[src/rtl/lsu_io_regs_pkg.sv]
// rtl/lsu_io_regs_pkg.sv - shared region codes, reset values and lane helper for the IO register block
package lsu_io_regs_pkg;

    // Region select field inside the LSU byte address
    localparam int REGION_LSB = 12;
    localparam int REGION_MSB = 16;

    typedef enum logic [4:0] {
        REGION_LEDR   = 5'h00,
        REGION_LEDG   = 5'h01,
        REGION_HEX_LO = 5'h02,
        REGION_HEX_HI = 5'h03,
        REGION_LCD    = 5'h04,
        REGION_SW     = 5'h10,
        REGION_BTN    = 5'h11
    } io_region_e;

    localparam logic [31:0] LEDR_RESET = 32'h0000_0000;
    localparam logic [31:0] LEDG_RESET = 32'h0000_0000;
    localparam logic [31:0] LCD_RESET  = 32'h0000_0000;
    // Segments are active-low, so all-ones in bits [6:0] blanks every digit
    localparam logic [31:0] HEX_RESET  = 32'h7F7F_7F7F;

    // Replace only the byte lanes whose mask bit is set
    function automatic logic [31:0] merge_lanes(
        input logic [31:0] old_word,
        input logic [31:0] new_word,
        input logic [3:0]  mask
    );
        logic [31:0] result;
        result = old_word;
        for (int n = 0; n < 4; n++) begin
            if (mask[n]) begin
                result[8*n +: 8] = new_word[8*n +: 8];
            end
        end
        return result;
    endfunction

endpackage

[src/rtl/lsu_io_regs_btn_debounce.sv]
// rtl/lsu_io_regs_btn_debounce.sv - one-bit two-flop synchronizer followed by a saturating debounce counter
module btn_debounce #(
    parameter int DEBOUNCE_CYCLES = 16
) (
    input  logic i_clk,
    input  logic i_reset,
    input  logic i_btn,
    output logic o_btn
);

    localparam int CW = $clog2(DEBOUNCE_CYCLES) + 1;
    localparam logic [CW-1:0] CNT_LAST = CW'(DEBOUNCE_CYCLES - 1);

    logic          sync1;
    logic          sync2;
    logic [CW-1:0] cnt;
    logic          accepted;

    // Bring the raw button into the clock domain
    always_ff @(posedge i_clk or negedge i_reset) begin
        if (!i_reset) begin
            sync1 <= 1'b0;
            sync2 <= 1'b0;
        end else begin
            sync1 <= i_btn;
            sync2 <= sync1;
        end
    end

    // Count consecutive disagreeing samples; flip on the last one, never wrap
    always_ff @(posedge i_clk or negedge i_reset) begin
        if (!i_reset) begin
            cnt      <= '0;
            accepted <= 1'b0;
        end else if (sync2 == accepted) begin
            cnt <= '0;
        end else if (cnt == CNT_LAST) begin
            cnt      <= '0;
            accepted <= sync2;
        end else begin
            cnt <= cnt + CW'(1);
        end
    end

    assign o_btn = accepted;

endmodule

[src/rtl/lsu_io_regs.sv]
// rtl/lsu_io_regs.sv - memory-mapped LED/HEX/LCD output registers with synchronized switch and debounced button inputs
module lsu_io_regs
    import lsu_io_regs_pkg::*;
#(
    parameter int DEBOUNCE_CYCLES = 16
) (
    input  logic        i_clk,
    input  logic        i_reset,
    input  logic        i_io_valid,
    input  logic        i_io_wren,
    input  logic [31:0] i_lsu_addr,
    input  logic [31:0] i_st_data,
    input  logic [3:0]  i_bmask,
    input  logic [31:0] i_io_sw,
    input  logic [3:0]  i_io_btn,
    output logic [31:0] o_io_rdata,
    output logic [31:0] o_io_ledr,
    output logic [31:0] o_io_ledg,
    output logic [6:0]  o_io_hex0,
    output logic [6:0]  o_io_hex1,
    output logic [6:0]  o_io_hex2,
    output logic [6:0]  o_io_hex3,
    output logic [6:0]  o_io_hex4,
    output logic [6:0]  o_io_hex5,
    output logic [6:0]  o_io_hex6,
    output logic [6:0]  o_io_hex7,
    output logic [31:0] o_io_lcd
);

    io_region_e  region;
    logic        wr_en;
    logic [31:0] ledr;
    logic [31:0] ledg;
    logic [31:0] hex_lo;
    logic [31:0] hex_hi;
    logic [31:0] lcd;
    logic [31:0] sw_sync1;
    logic [31:0] sw_sync2;
    logic [3:0]  btn_db;
    logic        unused_addr;

    // Only the region field selects a register; the rest of the window mirrors
    assign region      = io_region_e'(i_lsu_addr[REGION_MSB:REGION_LSB]);
    assign unused_addr = ^{i_lsu_addr[31:REGION_MSB+1], i_lsu_addr[REGION_LSB-1:0]};
    assign wr_en       = i_io_valid & i_io_wren;

    // Lane-masked stores into the output registers; input and unmapped regions drop writes
    always_ff @(posedge i_clk or negedge i_reset) begin
        if (!i_reset) begin
            ledr   <= LEDR_RESET;
            ledg   <= LEDG_RESET;
            hex_lo <= HEX_RESET;
            hex_hi <= HEX_RESET;
            lcd    <= LCD_RESET;
        end else if (wr_en) begin
            case (region)
                REGION_LEDR:   ledr   <= merge_lanes(ledr,   i_st_data, i_bmask);
                REGION_LEDG:   ledg   <= merge_lanes(ledg,   i_st_data, i_bmask);
                REGION_HEX_LO: hex_lo <= merge_lanes(hex_lo, i_st_data, i_bmask);
                REGION_HEX_HI: hex_hi <= merge_lanes(hex_hi, i_st_data, i_bmask);
                REGION_LCD:    lcd    <= merge_lanes(lcd,    i_st_data, i_bmask);
                default: ;
            endcase
        end
    end

    // Two-flop synchronizer for the switch bank
    always_ff @(posedge i_clk or negedge i_reset) begin
        if (!i_reset) begin
            sw_sync1 <= '0;
            sw_sync2 <= '0;
        end else begin
            sw_sync1 <= i_io_sw;
            sw_sync2 <= sw_sync1;
        end
    end

    for (genvar b = 0; b < 4; b++) begin : g_btn
        btn_debounce #(
            .DEBOUNCE_CYCLES(DEBOUNCE_CYCLES)
        ) u_btn_debounce (
            .i_clk  (i_clk),
            .i_reset(i_reset),
            .i_btn  (i_io_btn[b]),
            .o_btn  (btn_db[b])
        );
    end

    // Load data comes straight from current state, so a same-cycle store reads the old value
    always_comb begin
        o_io_rdata = '0;
        if (i_io_valid) begin
            case (region)
                REGION_LEDR:   o_io_rdata = ledr;
                REGION_LEDG:   o_io_rdata = ledg;
                REGION_HEX_LO: o_io_rdata = hex_lo;
                REGION_HEX_HI: o_io_rdata = hex_hi;
                REGION_LCD:    o_io_rdata = lcd;
                REGION_SW:     o_io_rdata = sw_sync2;
                REGION_BTN:    o_io_rdata = {28'b0, btn_db};
                default:       o_io_rdata = '0;
            endcase
        end
    end

    assign o_io_ledr = ledr;
    assign o_io_ledg = ledg;
    assign o_io_lcd  = lcd;
    // Bit 7 of each HEX byte is storage only
    assign o_io_hex0 = hex_lo[6:0];
    assign o_io_hex1 = hex_lo[14:8];
    assign o_io_hex2 = hex_lo[22:16];
    assign o_io_hex3 = hex_lo[30:24];
    assign o_io_hex4 = hex_hi[6:0];
    assign o_io_hex5 = hex_hi[14:8];
    assign o_io_hex6 = hex_hi[22:16];
    assign o_io_hex7 = hex_hi[30:24];

endmodule

[config.mk]
export PLATFORM = sky130hd
export DESIGN_NAME = lsu_io_regs
export DESIGN_NICKNAME = d
export VERILOG_FILES = /design/src/rtl/lsu_io_regs_pkg.sv /design/src/rtl/lsu_io_regs_btn_debounce.sv /design/src/rtl/lsu_io_regs.sv
export SDC_FILE = /design/constraint.sdc
export NUM_CORES = 1
export LEC_CHECK = 0
export CORE_AREA = 10 10 176 178
export DETAILED_ROUTE_END_ITERATION = 12
export DIE_AREA = 0 0 186 188
export GPL_TIMING_DRIVEN = 0
export PLACE_DENSITY = 0.71
export SLEW_MARGIN = 20
export SYNTH_ARGS = -nofsm -noshare
export SYNTH_HDL_FRONTEND = slang
export SYNTH_SLANG_ARGS = --single-unit
[constraint.sdc]
create_clock -name i_clk -period 4.7 [get_ports i_clk]
set_clock_uncertainty 0.1 [all_clocks]
set_input_delay 0.47 -clock i_clk [delete_from_list [all_inputs] [get_ports i_clk]]
set_output_delay 0.47 -clock i_clk [all_outputs]
set_load 0.02 [all_outputs]
==> results of run 1 <==
## cells by family after synthesis
group	count (synthesis)	share of synthesized area, %
AO/OA/AOI/OAI	113	7.72
XOR/XNOR	12	0.972
adder cells (fa/ha/maj)	4	0.463
buffers and inverters	90	5.32
flip-flops	256	59.9
multiplexers	182	19.3
AND/OR/NAND/NOR	118	6.40
## cell usage in the layout, fill, tap and decap left out, types with 4 or more instances in the layout
| cell type | netlist | layout |
|---|---|---|
| clkbuf_8 | 0 | 7 |
| diode_2 | 0 | 5 |
| a31oi_1 | 30 | 30 |
| nor3_2 | 4 | 4 |
| buf_4 | 58 | 58 |
| clkbuf_16 | 0 | 29 |
| mux2i_1 | 12 | 12 |
| and3_1 | 8 | 8 |
| nor2_8 | 4 | 4 |
| mux2_1 | 9 | 9 |
| ha_1 | 4 | 4 |
| o22a_1 | 6 | 6 |
| buf_2 | 10 | 10 |
| nand2_2 | 7 | 7 |
| clkdlybuf4s50_1 | 0 | 261 |
| clkinv_2 | 0 | 7 |
| o21ai_0 | 4 | 4 |
| bufinv_16 | 0 | 5 |
| mux2_2 | 157 | 157 |
| buf_1 | 4 | 4 |
| a22oi_1 | 47 | 47 |
| nand3_1 | 12 | 12 |
| nand2_1 | 43 | 43 |
| clkbuf_1 | 14 | 16 |
| nor2_1 | 17 | 17 |
| a22o_1 | 22 | 22 |
| dfstp_2 | 56 | 56 |
| xor2_1 | 12 | 12 |
| dfrtp_1 | 200 | 200 |
| and2_1 | 6 | 6 |
## state kept, by name, indices dropped and copies added (netlist names)
signal and flops:
g_btn.u_btn_debounce.cnt 20, g_btn.u_btn_debounce.o_btn 4, g_btn.u_btn_debounce.sync1 4, g_btn.u_btn_debounce.sync2 4, hex_hi 32, hex_lo 32, o_io_lcd 32, o_io_ledg 32
o_io_ledr 32, sw_sync1 32, sw_sync2 32
## critical path: cells and delay by family
kind	cells	cell delay [ns]
AOI/OAI and AO/OA	2	0.44
buffers and inverters	5	2.13
and+or+nand+nor	2	0.66
## area by class of cell
class	count	area share, %
multi-input combinational	429	25.1
tap	346	2.89
clock inverter	14	1.34
antenna	5	0.0835
clock buffer	38	5.54
buffer	87	3.77
inverter	3	0.0751
timing repair buffer	265	18.0
sequential	256	43.2
## layer usage
layer,up-vias,global-route usage (%),routed length [um]
li1,3358,-,-
met1,3770,22.9,13700
met2,206,31.8,16500
met3,30,5.30,2530
met4,0,5.12,515
met5,-,0,0
## timing repair
action,4_1_cts,5_1_grt
setup buffers,0,0
hold buffers,1,0
endpoints found under the hold margin,51,0
## per-stage QoR
stage               power (uW)  instance area [um^2]  util, %
finish                    5680                 15000     54.5
global route              5910                 15000     54.5
CTS                       5740                 15000     54.5
detailed placement        3340                 13900     50.7
global placement          3320                 13900     50.5
floorplan                 2880                 10800        -
## worst paths after layout
check / startpoint / endpoint / slack [ns] / cells past startpoint
worst min register to register: sw_sync1[16] / sw_sync2[16] / 0.24 / 0
min in group asynchronous: i_reset / sw_sync1[24] / 0.38 / 2
worst max register to register: g_btn[0].u_btn_debounce.cnt[0] / g_btn[0].u_btn_debounce.o_btn / 3.34 / 4
max in group asynchronous: i_reset / hex_hi[9] / 3.20 / 3
worst min-delay path: sw_sync1[16] / sw_sync2[16] / 0.24 / 0
worst max-delay path: i_lsu_addr[16] / o_io_rdata[28] / 0.40 / 9
## power by group
part,total [uW],internal (uW),switching [uW],leakage (uW)
registers,2490,2390,104,0.00316
clock network,2390,1510,885,0.000513
logic,797,411,386,0.00289
==> flow_summary_export.csv, run 1 <==
group,metric,value,unit
synth,synth_ff_type,"dfrtp_1",
synth,async_flop_share,100,%
setup_path,cp_cell_sequence,"clkdlybuf4s50_1 -> buf_2 -> nand2b_1 -> buf_2 -> nor2_1 -> clkbuf_1 -> a22oi_1 -> a31oi_1 -> clkdlybuf4s50_1",
synth,yosysWarnings,0,
synth,synth_top_area_share,46.3,%
clock_network,tritoncts,"yes",
clock_network,cts_resized,0,
placed_design,place_hpwl,23.8,mm
synth,synth_edf_count,0,
synth,yosysMostFrequentCell,"dfrtp_1",
synth,syn-cell-area,10800,um^2
synth,synth_top_area_cell,"dfrtp_1",
synth,synth_area_leaders,"dfrtp_1, mux2_2, dfstp_2",
placed_design,place_congestion,0.777,
pwr,ir_drop,303,uV
clock_network,clockBufferDepth,3,
sta,hold_viol,0,
sta,hold_ws,0.242,ns
global_route,grt_pass1_wl,50.5,mm
setup_path,cp_max_fo,10,
sta,fin_crit,4.30,ns
synth,syn_area_per_cell,14.0,um^2
synth,yosys_register_bits,256,
drt,drt-total-wl,33.3,mm
synth,ys_seq_area_share,59.9,%
sta,max_slew.worst_pin.slew,1.04,ns
setup_path,crit_path_top_delay_cell,"clkdlybuf4s50_1",
placed_design,post-place-ws,0.401,ns
synth,synth_cell_type_count,45,
setup_path,cp.required,4.13,ns
drt,dr_total_vias,7364,
synth,synthCells,775,
floorplanning,initial_utilization,39.4,%
sta,min_period_over_period,91.5,%
clock_network,cts_num_sinks,256,
floorplanning,dieHeight,188,um
drt,wl_per_cell,23.1,um
cells_and_area,stdcell_count,1443,
drt,first_iter_violations,336,
setup_path,crit_path_end_kind,"primary output",
status,status,"completed",
sta,slew_violations,0,
floorplanning,num_rows,61,
synth,syn_nets,887,
setup_path,critPathMaxStageDelay,0.65,ns
placed_design,dp_cells,1385,
floorplanning,dieArea,35000,um^2
cells_and_area,seq_area,6480,um^2
clock_network,cts-buffers-inserted,28,
sta,fmax,233,MHz
setup_path,arrival,3.73,ns
flow_run,maxCapViolations,0,
clock_network,insertion_delay,0.53,ns
cells_and_area,multi_input_area,3760,um^2
drt,first_pass_iters,4,
global_route,antenna_found_initial,5,
cells_and_area,drive_gt1_share,32.9,%
floorplanning,die_x,186,um
pwr,power.density,379,nW/um^2
global_route,grt_pass1_vias,8224,
cells_and_area,fin_nets,1182,
floorplanning,core,27500,um^2
sta,setup_viol_count_final,0,
worst_hold_path,hold_class,"reg -> reg",
sta,fin_ws,0.400,ns
cells_and_area,area_growth_syn_to_layout,38.5,%
setup_path,critPathKind,"in -> out",
synth,synth_commonest_cells,"dfrtp_1, mux2_2, buf_4",
sta,slew_headroom,30.5,%
drt,viasPerCell,5.10,
global_route,grt_max_degree,103,
clock_network,cts-root-buf,"clkbuf_16",
global_route,grt-ovfl-total,0,
setup_path,start_kind,"input pin",
cells_and_area,num-fill-cells,2310,
clock_network,clk_pin_slew,0.06,ns
pwr,power_leakage,0.00656,uW
clock_network,htree_num_levels,1,
floorplanning,io_pins,292,
drt,ant_nets,0,
drt,drc_errors,0,
sta,rsz0062_at_grt,"no",
sta,setup_tns,0,ns
placed_design,port_buffers,262,
global_route,grt_usage,18.8,%
No activity file was read; power rests on OpenSTA's default activity.
==> inputs of run 2 (changes only) <==
--- a/config.mk
+++ b/config.mk
@@ -5,9 +5,10 @@
 export SDC_FILE = /design/constraint.sdc
 export NUM_CORES = 1
 export LEC_CHECK = 0
-export CORE_AREA = 10 10 176 178
+export ABC_AREA = 1
+export CORE_AREA = 10 10 177 179
 export DETAILED_ROUTE_END_ITERATION = 12
-export DIE_AREA = 0 0 186 188
+export DIE_AREA = 0 0 187 189
 export GPL_TIMING_DRIVEN = 0
 export PLACE_DENSITY = 0.71
 export SLEW_MARGIN = 20
==> flow_summary_export.csv, run 2 <==
group,metric,value,unit
global_route,antenna_found_initial,2,
drt,drc_errors,0,
clock_network,cts-root-buf,"clkbuf_16",
sta,min_period_over_period,83.1,%
synth,synth_top_family_by_area,"simple AND/OR/NAND/NOR gates",
pwr,power.density,378,nW/um^2
setup_path,critPathKind,"in -> out",
setup_path,start_kind,"input pin",
pwr,pwr-share-seq,44.5,%
sta,rsz0062_at_grt,"no",
sta,hold_ws,0.245,ns
setup_path,arrival,3.34,ns
synth,yosys_register_bits,256,
floorplanning,dieArea,35300,um^2
floorplanning,initial_utilization,39.8,%
sta,setup_tns,0,ns
pwr,p_int,4180,uW
synth,syn-cell-area,11000,um^2
sta,hold_viol,0,
sta,setup_viol_count_final,0,
setup_path,crit_path_frequent_cell,"nor2_1",
status,status,"completed",
setup_path,cp_cell_sequence,"clkdlybuf4s50_1 -> nor2_1 -> nand2_1 -> nor2_1 -> buf_2 -> nand2_1 -> nand3_1 -> nor2_1 -> nor2_1 -> clkdlybuf4s50_1",
synth,ys_seq_area_share,58.9,%
floorplanning,die_x,187,um
global_route,grt_max_degree,98,
pwr,switching_share,26.8,%
synth,synth_xor_area_share,0.638,%
drt,wl_per_cell,21.0,um
drt,dr_total_vias,10000,
clock_network,cts-buffers-inserted,28,
clock_network,htree_num_levels,1,
floorplanning,dieHeight,189,um
synth,synthAdderAreaFrac,0.455,%
synth,synth_ff_type,"dfrtp_1",
synth,syn_nets,1306,
clock_network,cts.hold.buffers_added,1,
setup_path,crit_path_end_kind,"primary output",
synth,synth_top_area_cell,"dfrtp_1",
sta,slew_violations,0,
sta,fin_crit,3.91,ns
synth,yosysMostFrequentCell,"nand2_1",
clock_network,tritoncts,"yes",
worst_hold_path,min-delay-start,"sw_sync1[19]",
drt,viasPerCell,5.30,
synth,synth_edf_count,0,
setup_path,critPathMaxStageDelay,0.64,ns
pwr,clkPwrFrac,39.5,%
synth,synth_cell_type_count,25,
drt,first_iter_violations,857,
clock_network,cts_resized,0,
setup_path,reg2reg_from,"g_btn[2].u_btn_debounce.cnt[0]",
synth,synth_area_leaders,"dfrtp_1, dfstp_2, nand2_1",
cells_and_area,num-fill-cells,2523,
floorplanning,io_pins,292,
synth,synth_commonest_cells,"nand2_1, dfrtp_1, o21ai_0",
drt,drt-total-wl,39.8,mm
cells_and_area,drive_gt1_share,14.1,%
placed_design,place_hpwl,29.0,mm
clock_network,insertion_delay,0.54,ns
synth,async_flop_share,100,%
synth,syn_area_per_cell,9.20,um^2
cells_and_area,mostFrequentLayoutCell,"clkdlybuf4s50_1",
setup_path,critPathLaunch,"i_lsu_addr[15]",
setup_path,cp.required,4.13,ns
clock_network,postCtsSetupBuffers,0,
clock_network,clk_pin_slew,0.06,ns
cells_and_area,area_growth_syn_to_layout,37.5,%
sta,slew_headroom,37.6,%
drt,first_pass_iters,5,
drt,ant_nets,0,
synth,synthCells,1194,
cells_and_area,fin_nets,1602,
placed_design,dp_cells,1837,
setup_path,reg2reg_slack,3.40,ns
cells_and_area,stdcell_count,1890,
setup_path,cp_max_fo,10,
worst_hold_path,hold_class,"reg -> reg",
synth,synth_compound_area_share,7.83,%
global_route,grt_pass1_wl,60.5,mm
synth,synth_simple_gate_area_share,23.6,%
pwr,power_leakage,0.00667,uW
pwr,ir_drop,229,uV
synth,yosys-mux-area-fraction,0,%
global_route,grt-ovfl-total,0,
synth,yosysWarnings,0,
global_route,grt_usage,21.7,%
synth,synth_top_area_share,45.5,%
sta,fmax,256,MHz
global_route,grt_pass1_vias,10200,
pwr,combPwrFrac,16.0,%
flow_run,maxCapViolations,0,
placed_design,place_congestion,0.863,
pwr,switching_power,1530,uW
placed_design,port_buffers,263,
setup_path,crit_path_top_delay_cell,"nor2_1",
cells_and_area,layout_common_cells,"clkdlybuf4s50_1, nand2_1, dfrtp_1, o21ai_0, nor2_1",
floorplanning,core,27600,um^2
sta,max_slew.worst_pin.slew,0.928,ns
clock_network,clockBufferDepth,3,
floorplanning,num_rows,61,
clock_network,cts_num_sinks,256,
run 2: cell type report:
class | count | area, um^2 | area share [%]
well taps | 378 | 473 | 3.13
multi-input cells | 757 | 3580 | 23.7
diodes | 1 | 2.50 | 0.0166
plain buffers | 122 | 716 | 4.74
inverters | 59 | 221 | 1.47
clock inverters | 12 | 141 | 0.936
repair buffers | 266 | 2700 | 17.9
clock buffers | 39 | 803 | 5.32
flip-flops and latches | 256 | 6480 | 42.9
run 2: power groups by stage:
stage          registers, uW  logic [uW]  clock network (uW)
4_1_cts                 2540         920                2280
3_5_place_dp            2570         915                   0
2_1_floorplan           2620         348                   0
6_report                2540         910                2260
3_3_place_gp            2570         897                   0
5_1_grt                 2560         979                2370
run 2: kinds of logic (layout without fill, tap and decap cells):
| group | count (synthesis) | after routing |
|---|---|---|
| AO/OA/AOI/OAI | 172 | 172 |
| XOR/XNOR | 8 | 8 |
| AND/OR/NAND/NOR | 573 | 573 |
| other | 0 | 1 |
| buffers and inverters | 181 | 498 |
| adder cells (fa/ha/maj) | 4 | 4 |
| flip-flops | 256 | 256 |
run 2: critical path: cells and delay by family:
kind | cells | cell delay, ns
buffers and inverters | 3 | 1.50
and+or+nand+nor | 7 | 1.35
run 2: final timing paths:
| check | endpoint | cells after the start |
|---|---|---|
| worst min-delay path | sw_sync2[19] | 0 |
| worst max register to register | g_btn[2].u_btn_debounce.cnt[0] | 5 |
| min in group asynchronous | o_io_ledr[4] | 2 |
| worst max-delay path | o_io_rdata[15] | 10 |
| max in group asynchronous | hex_hi[27] | 3 |
| worst min register to register | sw_sync2[19] | 0 |
run 2: stage by stage:
step / cell area [um^2] / util (%) / total power (uW) / setup WS [ns]
after floorplan: 11000 / - / 2970 / 2.40
after global placement: 14100 / 51.0 / 3470 / -7.66
after detailed placement: 14200 / 51.2 / 3490 / 0.816
after CTS: 15100 / 54.7 / 5740 / 0.809
after global routing: 15100 / 54.7 / 5910 / 0.635
final: 15100 / 54.7 / 5710 / 0.793
run 2: per-layer routing:
layer | GRT usage [%] | vias to the layer above | routed length [um]
met5 | 0 | - | 12
met2 | 35.3 | 514 | 18300
met3 | 5.84 | 98 | 3620
met1 | 27.0 | 4842 | 16400
met4 | 8.22 | 2 | 1500
li1 | - | 4554 | -
==> inputs of run 3 (changes only) <==
==> constraint.sdc (replaced) <==
create_clock -name i_clk -period 4.1 [get_ports i_clk]
set_clock_uncertainty 0.1 [all_clocks]
set_input_delay 0.41 -clock i_clk [delete_from_list [all_inputs] [get_ports i_clk]]
set_output_delay 0.41 -clock i_clk [all_outputs]
set_load 0.02 [all_outputs]
==> results of run 3 <==
Same layout as run 2 (identical final DEF). Status: completed.
Main changes from that run: setup slack after placement 0.816 ns -> 0.336 ns; setup slack after layout 0.793 ns -> 0.313 ns; hold slack 0.245 ns -> 0.204 ns; register-to-register setup slack 3.40 ns -> 2.80 ns; end point of the worst hold path sw_sync2[19] -> sw_sync1[14]; total power 5710 uW -> 6540 uW; worst IR drop on VDD 229 uV -> 263 uV
